**config.mk**
```make
export PLATFORM = sky130hd
export DESIGN_NAME = gpr_wb_arbiter
export DESIGN_NICKNAME = d
export VERILOG_FILES = /design/src/rtl/gpr_wb_arbiter.sv
export SDC_FILE = /design/constraint.sdc
export NUM_CORES = 1
export LEC_CHECK = 0
export BUFFER_PORTS_ARGS = -buffer_cell sky130_fd_sc_hd__buf_2
export CORE_MARGIN = 2
export CORE_UTILIZATION = 57
export CTS_CLUSTER_SIZE = 28
export DETAILED_ROUTE_END_ITERATION = 10
export PLACE_DENSITY = 0.8
export SLEW_MARGIN = 20
export SYNTH_ARGS = -nofsm -noshare
export SYNTH_HDL_FRONTEND = slang
export SYNTH_SLANG_ARGS = --single-unit
export TNS_END_PERCENT = 10
```
**constraint.sdc**
```tcl
create_clock -name clk -period 4 [get_ports clk]
set_input_delay 0 -clock clk [delete_from_list [all_inputs] [get_ports clk]]
set_output_delay 0 -clock clk [all_outputs]
set_load 0.01 [all_outputs]
```
**src/rtl/gpr_wb_arbiter.sv**
```systemverilog
// GPR write-port arbiter: pipeline writeback (A) has priority over FIFO-buffered
// multi-cycle results (B). A starvation counter briefly stalls A so B can drain.
module gpr_wb_arbiter #(
    parameter int unsigned DEPTH      = 4,
    parameter int unsigned STARVE_MAX = 3
) (
    input  logic        clk,
    input  logic        reset_n,
    input  logic        a_valid,
    input  logic [4:0]  a_wa,
    input  logic [31:0] a_wd,
    input  logic [31:0] a_pc,
    output logic        a_stall,
    input  logic        b_valid,
    output logic        b_ready,
    input  logic [4:0]  b_wa,
    input  logic [31:0] b_wd,
    input  logic [31:0] b_pc,
    output logic        RegWrite,
    output logic [4:0]  wa,
    output logic [31:0] wd,
    output logic [31:0] WPC,
    output logic [31:0] pend_mask,
    output logic        err
);
    localparam int unsigned AW = $clog2(DEPTH);
    localparam int unsigned CW = AW + 1;
    localparam int unsigned SW = $clog2(STARVE_MAX + 1);

    logic [4:0]       fwa_q [DEPTH];
    logic [31:0]      fwd_q [DEPTH];
    logic [31:0]      fpc_q [DEPTH];
    logic [DEPTH-1:0] fv_q;
    logic [AW-1:0]    rd_ptr_q, wr_ptr_q;
    logic [CW-1:0]    count_q, count_d;
    logic [SW-1:0]    starve_q, starve_d;
    logic             a_stall_q, err_q, err_d;
    logic             regwrite_q;
    logic [4:0]       wa_q;
    logic [31:0]      wd_q, wpc_q;

    logic full, nonempty, push, pop, grant_a;

    always_comb begin
        full      = (count_q == CW'(DEPTH));
        nonempty  = (count_q != '0);
        push      = b_valid && !full && (b_wa != '0);
        grant_a   = a_valid && (a_wa != '0);
        // Any a_valid keeps the slot, even a discarded r0 write.
        pop       = !a_valid && nonempty;

        pend_mask = '0;
        for (int unsigned i = 0; i < DEPTH; i++) begin
            if (fv_q[i]) begin
                pend_mask[fwa_q[i]] = 1'b1;
            end
        end

        count_d = count_q;
        if (push && !pop) begin
            count_d = count_q + CW'(1);
        end else if (pop && !push) begin
            count_d = count_q - CW'(1);
        end

        starve_d = starve_q;
        if (grant_a) begin
            if (!nonempty) begin
                starve_d = '0;
            end else if (starve_q != SW'(STARVE_MAX)) begin
                starve_d = starve_q + SW'(1);
            end
        end else if (pop || !nonempty) begin
            starve_d = '0;
        end

        err_d = (a_valid && a_stall_q) || (grant_a && pend_mask[a_wa]);
    end

    always_ff @(posedge clk or negedge reset_n) begin
        if (!reset_n) begin
            fv_q       <= '0;
            rd_ptr_q   <= '0;
            wr_ptr_q   <= '0;
            count_q    <= '0;
            starve_q   <= '0;
            a_stall_q  <= 1'b0;
            err_q      <= 1'b0;
            regwrite_q <= 1'b0;
            wa_q       <= '0;
            wd_q       <= '0;
            wpc_q      <= '0;
        end else begin
            // Push and pop never address the same slot: that needs empty or full.
            if (push) begin
                fv_q[wr_ptr_q] <= 1'b1;
                wr_ptr_q       <= wr_ptr_q + AW'(1);
            end
            if (pop) begin
                fv_q[rd_ptr_q] <= 1'b0;
                rd_ptr_q       <= rd_ptr_q + AW'(1);
            end
            count_q   <= count_d;
            starve_q  <= starve_d;
            a_stall_q <= (starve_d == SW'(STARVE_MAX));
            err_q     <= err_d;

            if (grant_a) begin
                regwrite_q <= 1'b1;
                wa_q       <= a_wa;
                wd_q       <= a_wd;
                wpc_q      <= a_pc;
            end else if (pop) begin
                regwrite_q <= 1'b1;
                wa_q       <= fwa_q[rd_ptr_q];
                wd_q       <= fwd_q[rd_ptr_q];
                wpc_q      <= fpc_q[rd_ptr_q];
            end else begin
                regwrite_q <= 1'b0;
            end
        end
    end

    always_ff @(posedge clk) begin
        if (push) begin
            fwa_q[wr_ptr_q] <= b_wa;
            fwd_q[wr_ptr_q] <= b_wd;
            fpc_q[wr_ptr_q] <= b_pc;
        end
    end

    assign b_ready  = !full;
    assign a_stall  = a_stall_q;
    assign err      = err_q;
    assign RegWrite = regwrite_q;
    assign wa       = wa_q;
    assign wd       = wd_q;
    assign WPC      = wpc_q;

endmodule

```
After elaboration in Yosys (flattened, before gate mapping)
Memories as Yosys holds them, arrays and structs flattened.
Cells that the tools add are included.
- bits in writable memories: 276
- memories: 3
- input bits: 142
- latch bits: 0
- output and inout bits: 105
- ROM bits: 0
- logic and storage cells: 103
- bits in registers: 85
- memory list (name ; words ; bits a word ; read ports ; clocked after memory_dff ; write ports ; line ; text):
    fpc_q ; 4 ; 32 ; 1 ; 0 ; 1 ; 32 ; logic [31:0] fpc_q [DEPTH];
    fwd_q ; 4 ; 32 ; 1 ; 0 ; 1 ; 31 ; logic [31:0] fwd_q [DEPTH];
    fwa_q ; 4 ; 5 ; 5 ; 0 ; 1 ; 30 ; logic [4:0] fwa_q [DEPTH];
- order comparisons: 13
- multipliers: 0
- muxes and demuxes: 36
- div/mod/pow operators: 0
- $add $sub $neg: 5
- equality and inequality tests: 3
- shifts and indexed selects: 0
- bitwise operators: 6
- reductions and logical operators: 26
- operator list (cell ; count):
    2-to-1 mux 32 bit ; 8
    OR 32 bit ; 3
    less-than comparator 5 x 6 -> 1 bit (second input constant) ; 5
    demux 1 bit (select 5 bit) ; 4
    >= comparator 5 x 1 -> 1 bit (second input constant) ; 4
    logical AND 1 bit ; 14
    2-to-1 mux 1 bit ; 11
    2-to-1 mux 5 bit ; 2
    nonzero test 5 bit ; 2
    2-to-1 mux 2 bit ; 4
    2-to-1 mux 4 bit ; 2
    adder 2 x 1 -> 2 bit (second input constant) ; 3
    less-than comparator 2 x 3 -> 1 bit (second input constant) ; 2
    2-to-1 mux 3 bit ; 2
    binary-select mux 1 bit (select 5 bit) ; 1
    zero test 1 bit ; 5
    bitwise AND 4 bit ; 1
    demux 1 bit (select 2 bit) ; 2
    >= comparator 2 x 1 -> 1 bit (second input constant) ; 2
    NOT 4 bit ; 1
    OR 4 bit ; 1
    nonzero test 2 bit ; 2
    adder 3 x 1 -> 3 bit (second input constant) ; 1
    equality test 3 bit (second input constant) ; 1
    5 further kinds ; 6

Longest topological paths before layout
- depth in word-level cells: 15
- mapped depth: 10

Worst setup path before layout
Ideal clock, no wire load.
- path kind: register to register
- start: register count_q[0]
- end: memory fpc_q[0][0] (enable)
- library setup time: 435 ps
- stages on the path, launching flop included: 6
- clock period less this slack: 3128 ps
- data arrival time: 2692 ps
- required time: 3565 ps
- slack: 872 ps
- cells stage by stage: dfrtp_1 > nor2_1 > nand2_1 > nand2_1 > a21oi_1 > and2_1
- cells in the longest elaborated chain, start to end: 6
- RTL lines (element ; line ; text):
    start, declared ; 35 ; logic [CW-1:0] count_q, count_d;
    start signal, assigned ; 103 ; count_q <= count_d;
    equality test 3 bit ; 45 ; full = (count_q == CW'(DEPTH));
    zero test 1 bit ; -- ;
    net b_ready ; 15 ; output logic b_ready,
    logical AND 1 bit (2 in a row) ; 47 ; push = b_valid && !full && (b_wa != '0);
    net push ; 42 ; logic full, nonempty, push, pop, grant_a;
    2-to-1 mux 1 bit ; 125 ; if (push) begin
    2-to-1 mux 1 bit (not written as such) ; 128 ; fpc_q[wr_ptr_q] <= b_pc;
    end, declared ; 32 ;
The timed path passes the listed nets, and every way through them passes these cells.

Worst setup path after layout
- start: register count_q[0]
- end: register wa_q[3] (netlist: wa[3])
- cells in the longest elaborated chain, start to end: 3
- RTL lines (element ; line ; text):
    nonzero test 3 bit ; 46 ; nonempty = (count_q != '0);
    logical AND 1 bit ; 50 ; pop = !a_valid && nonempty;
    nonzero test 2 bit (no line) ; -- ;
    end signal, assigned ; 110 ; wa_q <= a_wa;
    end signal, assigned ; 115 ; wa_q <= fwa_q[rd_ptr_q];
    end, declared ; 39 ; logic [4:0] wa_q;
No other way between the ends.
A chain may end at the register's enable or synchronous reset.

==> flow_metrics.py <==
metrics = {
    "status": {
        "outcome": "finished, final reports clean",
    },
    "critical_path": {
        "crit_end": "wa[3]$_DFFE_PN0P_",
        "crit_family": "buffers and inverters",
        "crit_slowest_cell": "nor3_1",
        "path_cells": "nor3_1, nor2_4, buf_4, a21oi_1, a222oi_1, dlygate4sd3_1, inv_1",
        "reg2reg_from": "count_q[0]$_DFFE_PN0P_",
        "critPathRequiredTime_ns": 4.46,
        "cp_slowest_stage_delay_ns": 0.61,
        "path_class": "flip-flop to flip-flop",
        "path_depth": 7,
        "startpoint": "count_q[0]$_DFFE_PN0P_",
        "cp.buffers_inverters": 3,
        "reg2reg_depth": 7,
        "critPathLaunchType": "flip-flop",
        "r2r_slack_ns": 1.09,
        "worstSetupEndpointType": "flip-flop",
        "arrival_ns": 3.37,
        "r2r-end": "wa[3]$_DFFE_PN0P_",
        "cp_max_fo": 78,
    },
    "floorplanning": {
        "boundaryPins": 247,
        "die_w_um": 168,
        "start_util_pct": 58.4,
        "die-area_um2": 28100,
        "dieHeight_um": 168,
        "core_um2": 26100,
        "rows": 59,
    },
    "clock_tree": {
        "clock_sinks": 361,
        "postCtsSetupBuffers": 0,
        "root_buffer": "clkbuf_16",
        "cts.reportedPaths.clkPinSlew_ns": 0.07,
        "h-tree-depth": 2,
        "clk_latency_ns": 0.53,
        "cts_buffer_depth": 3,
        "cts_buffers": 36,
        "cts_tree": "built",
    },
    "finish": {
        "nNetsFinal": 1551,
        "drive_gt1_share_pct": 28.1,
        "multi_input_area_um2": 4540,
        "fill_cells": 1530,
        "areaGrowthSynthToFinish_pct": 27.1,
        "seq_area_um2": 10400,
    },
    "flow_run": {
        "max-cap-violations": 0,
    },
    "routing": {
        "dr_wl_met2_um": 21400,
        "wl_per_cell_um": 24.0,
        "ant_nets": 0,
        "drcViolationCount": 0,
        "vias_per_cell": 6.22,
        "wirelength_um": 42300,
        "via_count": 11000,
        "dr.pass1.iters": 6,
        "highest_layer": "met5",
        "wl_met1_um": 15800,
        "met3_length_um": 3250,
        "drt-initial-drc-count": 1362,
    },
    "timing": {
        "fin_worst_skew_ns": 0.0297,
        "fmax_mhz": 344,
        "finalCritPeriodShare_pct": 72.7,
        "relSlewSlack_pct": 27.3,
        "setup_viol": 0,
        "slew_violations": 0,
        "tightest_slew_ns": 1.09,
        "post-route-min-period_ns": 2.91,
        "hold_violations": 0,
        "fin_tns_setup_ns": 0,
        "rsz0062_at_grt": "false",
        "hold_slack_ns": 0.0111,
    },
    "synthesis": {
        "syn_nets": 1183,
        "synthSimpleGateAreaFrac_pct": 10.8,
        "syn_area_um2": 15300,
        "synth-edff-count": 276,
        "synth.area.top_cells": "edfxtp_1 54%, dfrtp_1 14%, mux4_2 10%",
        "ys.flop_type": "edfxtp_1",
        "synth_top_family_by_area": "multiplexers",
        "syn_area_per_cell_um2": 14.8,
        "synth_compound_area_share_pct": 6.80,
        "muxShareOfSynthArea_pct": 10.9,
        "synth-xor-area-share_pct": 0.287,
        "synth-seq-area-share_pct": 68.3,
        "synth_cell_types": 62,
        "yosys.area_share.adder_pct": 0.869,
        "yosys_warnings": 0,
        "synth_seq_cells": 361,
        "async_flop_share_pct": 23.5,
        "syn_inst": 1031,
        "synth_top_cell_by_area": "edfxtp_1",
        "synth_top_area_share_pct": 54.3,
    },
    "worst_hold_path": {
        "hold_path_class": "input pin to flip-flop",
    },
    "grt": {
        "grt_first_pass_wirelength_um": 64400,
        "grt_usage_pct": 30.1,
        "grt_max_degree": 79,
        "grt_pass1_vias": 11300,
        "grt_overflow": 0,
        "antenna_found_initial": 6,
    },
    "power_and_ir_drop": {
        "power_density_nw_per_um2": 631,
        "leakagePower_nw": 7.39,
        "ir_drop_uv": 430,
    },
    "placed_design": {
        "io_buffers": 246,
        "hpwl_um": 22100,
        "gp_congestion": 0.945,
    },
}
[stage by stage]
step	cell area, µm²	power (mW)	worst slack [ns]	cells	utilization [%]
3_5_place_dp	16800	8.53	1.48	1555	64.1
5_1_grt	19400	12.7	0.962	1768	74.2
3_3_place_gp	16800	8.44	1.58	1555	64.1
4_1_cts	19400	12.1	1.16	1762	74.1
2_1_floorplan	15300	7.50	0.872	1031	-
6_report	19400	12.2	1.09	1768	74.2
[per-layer routing]
| layer | vias up | track usage, % |
|---|---|---|
| met5 | - | 0 |
| met4 | 2 | 14.8 |
| met3 | 150 | 4.70 |
| met2 | 716 | 51.7 |
| met1 | 5400 | 37.9 |
| li1 | 4732 | - |
[cell families (layout without fill, tap and decap cells)]
group                    count (synthesis)  after routing
AO/OA/AOI/OAI                          149            149
other                                    0              6
AND/OR/NAND/NOR                        346            346
XOR/XNOR                                 5              5
flip-flops                             361            361
multiplexers                            77             77
buffers and inverters                   83            479
adder cells (fa/ha/maj)                 10             10
[sequential cells by signal (all words and copies together) (netlist names)]
name	cells
starve_q	2
wa	5
fwd_q	128
count_q	3
WPC	32
fwa_q	20
fv_q	4
wr_ptr_q	2
RegWrite	1
rd_ptr_q	2
wd	32
a_stall	1
err	1
fpc_q	128
[synthesized netlist by cell type (all sizes together) (5+ instances only)]
library cell / n
a21oi: 6
a31oi: 66
buf: 14
clkbuf: 50
dfrtp: 85
edfxtp: 276
ha: 9
inv: 19
mux4: 70
nand2: 142
nand2b: 5
nand3: 5
nand3b: 9
nand4b: 7
nor2: 104
nor2b: 6
nor3: 12
nor4: 9
o2111ai: 5
o21ai: 6
o221ai: 8
o22a: 6
o22ai: 26
or2: 6
or3: 16
or3b: 8
[worst min path at each step]
| stage | start | to | cells past startpoint |
|---|---|---|---|
| after floorplan | reset_n | RegWrite$_DFF_PN0_ | 0 |
| after global placement | reset_n | RegWrite$_DFF_PN0_ | 1 |
| after detailed placement | reset_n | wa[2]$_DFFE_PN0P_ | 1 |
| after CTS | a_valid | wa[2]$_DFFE_PN0P_ | 3 |
| after global routing | b_valid | wr_ptr_q[0]$_DFFE_PN0P_ | 4 |
| final | a_valid | wa[0]$_DFFE_PN0P_ | 3 |
[placed cells by master, fill, tap and decap left out, types with 5 or more instances in the layout]
cell type	n
or3b_1	6
dlygate4sd3_1	141
a21oi_1	6
dfrtp_1	83
nor2_1	103
nand3b_1	7
buf_4	7
o22a_1	6
clkinv_2	6
clkbuf_16	38
or3_1	14
buf_2	245
inv_1	18
nand2_1	141
a31oi_1	66
clkbuf_1	6
o22ai_1	26
nand3_1	5
nand4b_1	6
o21ai_0	6
nor3_1	12
clkinv_1	6
edfxtp_1	276
o2111ai_1	5
mux4_2	69
ha_1	9
diode_2	6
nor2b_1	6
nor4_1	9
o221ai_1	8
[final cells by class]
| cell class | instances | share of cell area (%) |
|---|---|---|
| multi-input cells | 587 | 23.4 |
| diodes | 6 | 0.0775 |
| clock inverters | 18 | 0.904 |
| flip-flops and latches | 361 | 53.8 |
| inverters | 19 | 0.368 |
| well taps | 335 | 2.16 |
| clock buffers | 48 | 5.31 |
| repair buffers | 394 | 14.0 |
[tightest hold or removal path, stage by stage]
cell and delay, ns:
buf_2 0.27, a222oi_1 0.16, inv_1 0.05
[where the power goes]
part	switching [mW]	internal [mW]	total (mW)	leakage (nW)
Sequential	0.572	4.92	5.49	3.51
Clock	1.44	2.01	3.46	0.591
Combinational	1.81	1.47	3.28	3.29
Total	3.82	8.40	12.2	7.39
[timing repair]
| action | in CTS | in global routing |
|---|---|---|
| gates resized for setup | 0 | 0 |
| endpoints found under the hold margin | 387 | 0 |
| hold buffers | 141 | 0 |
| endpoints found under the setup margin | 0 | 0 |
No activity file was read; power rests on OpenSTA's default activity.
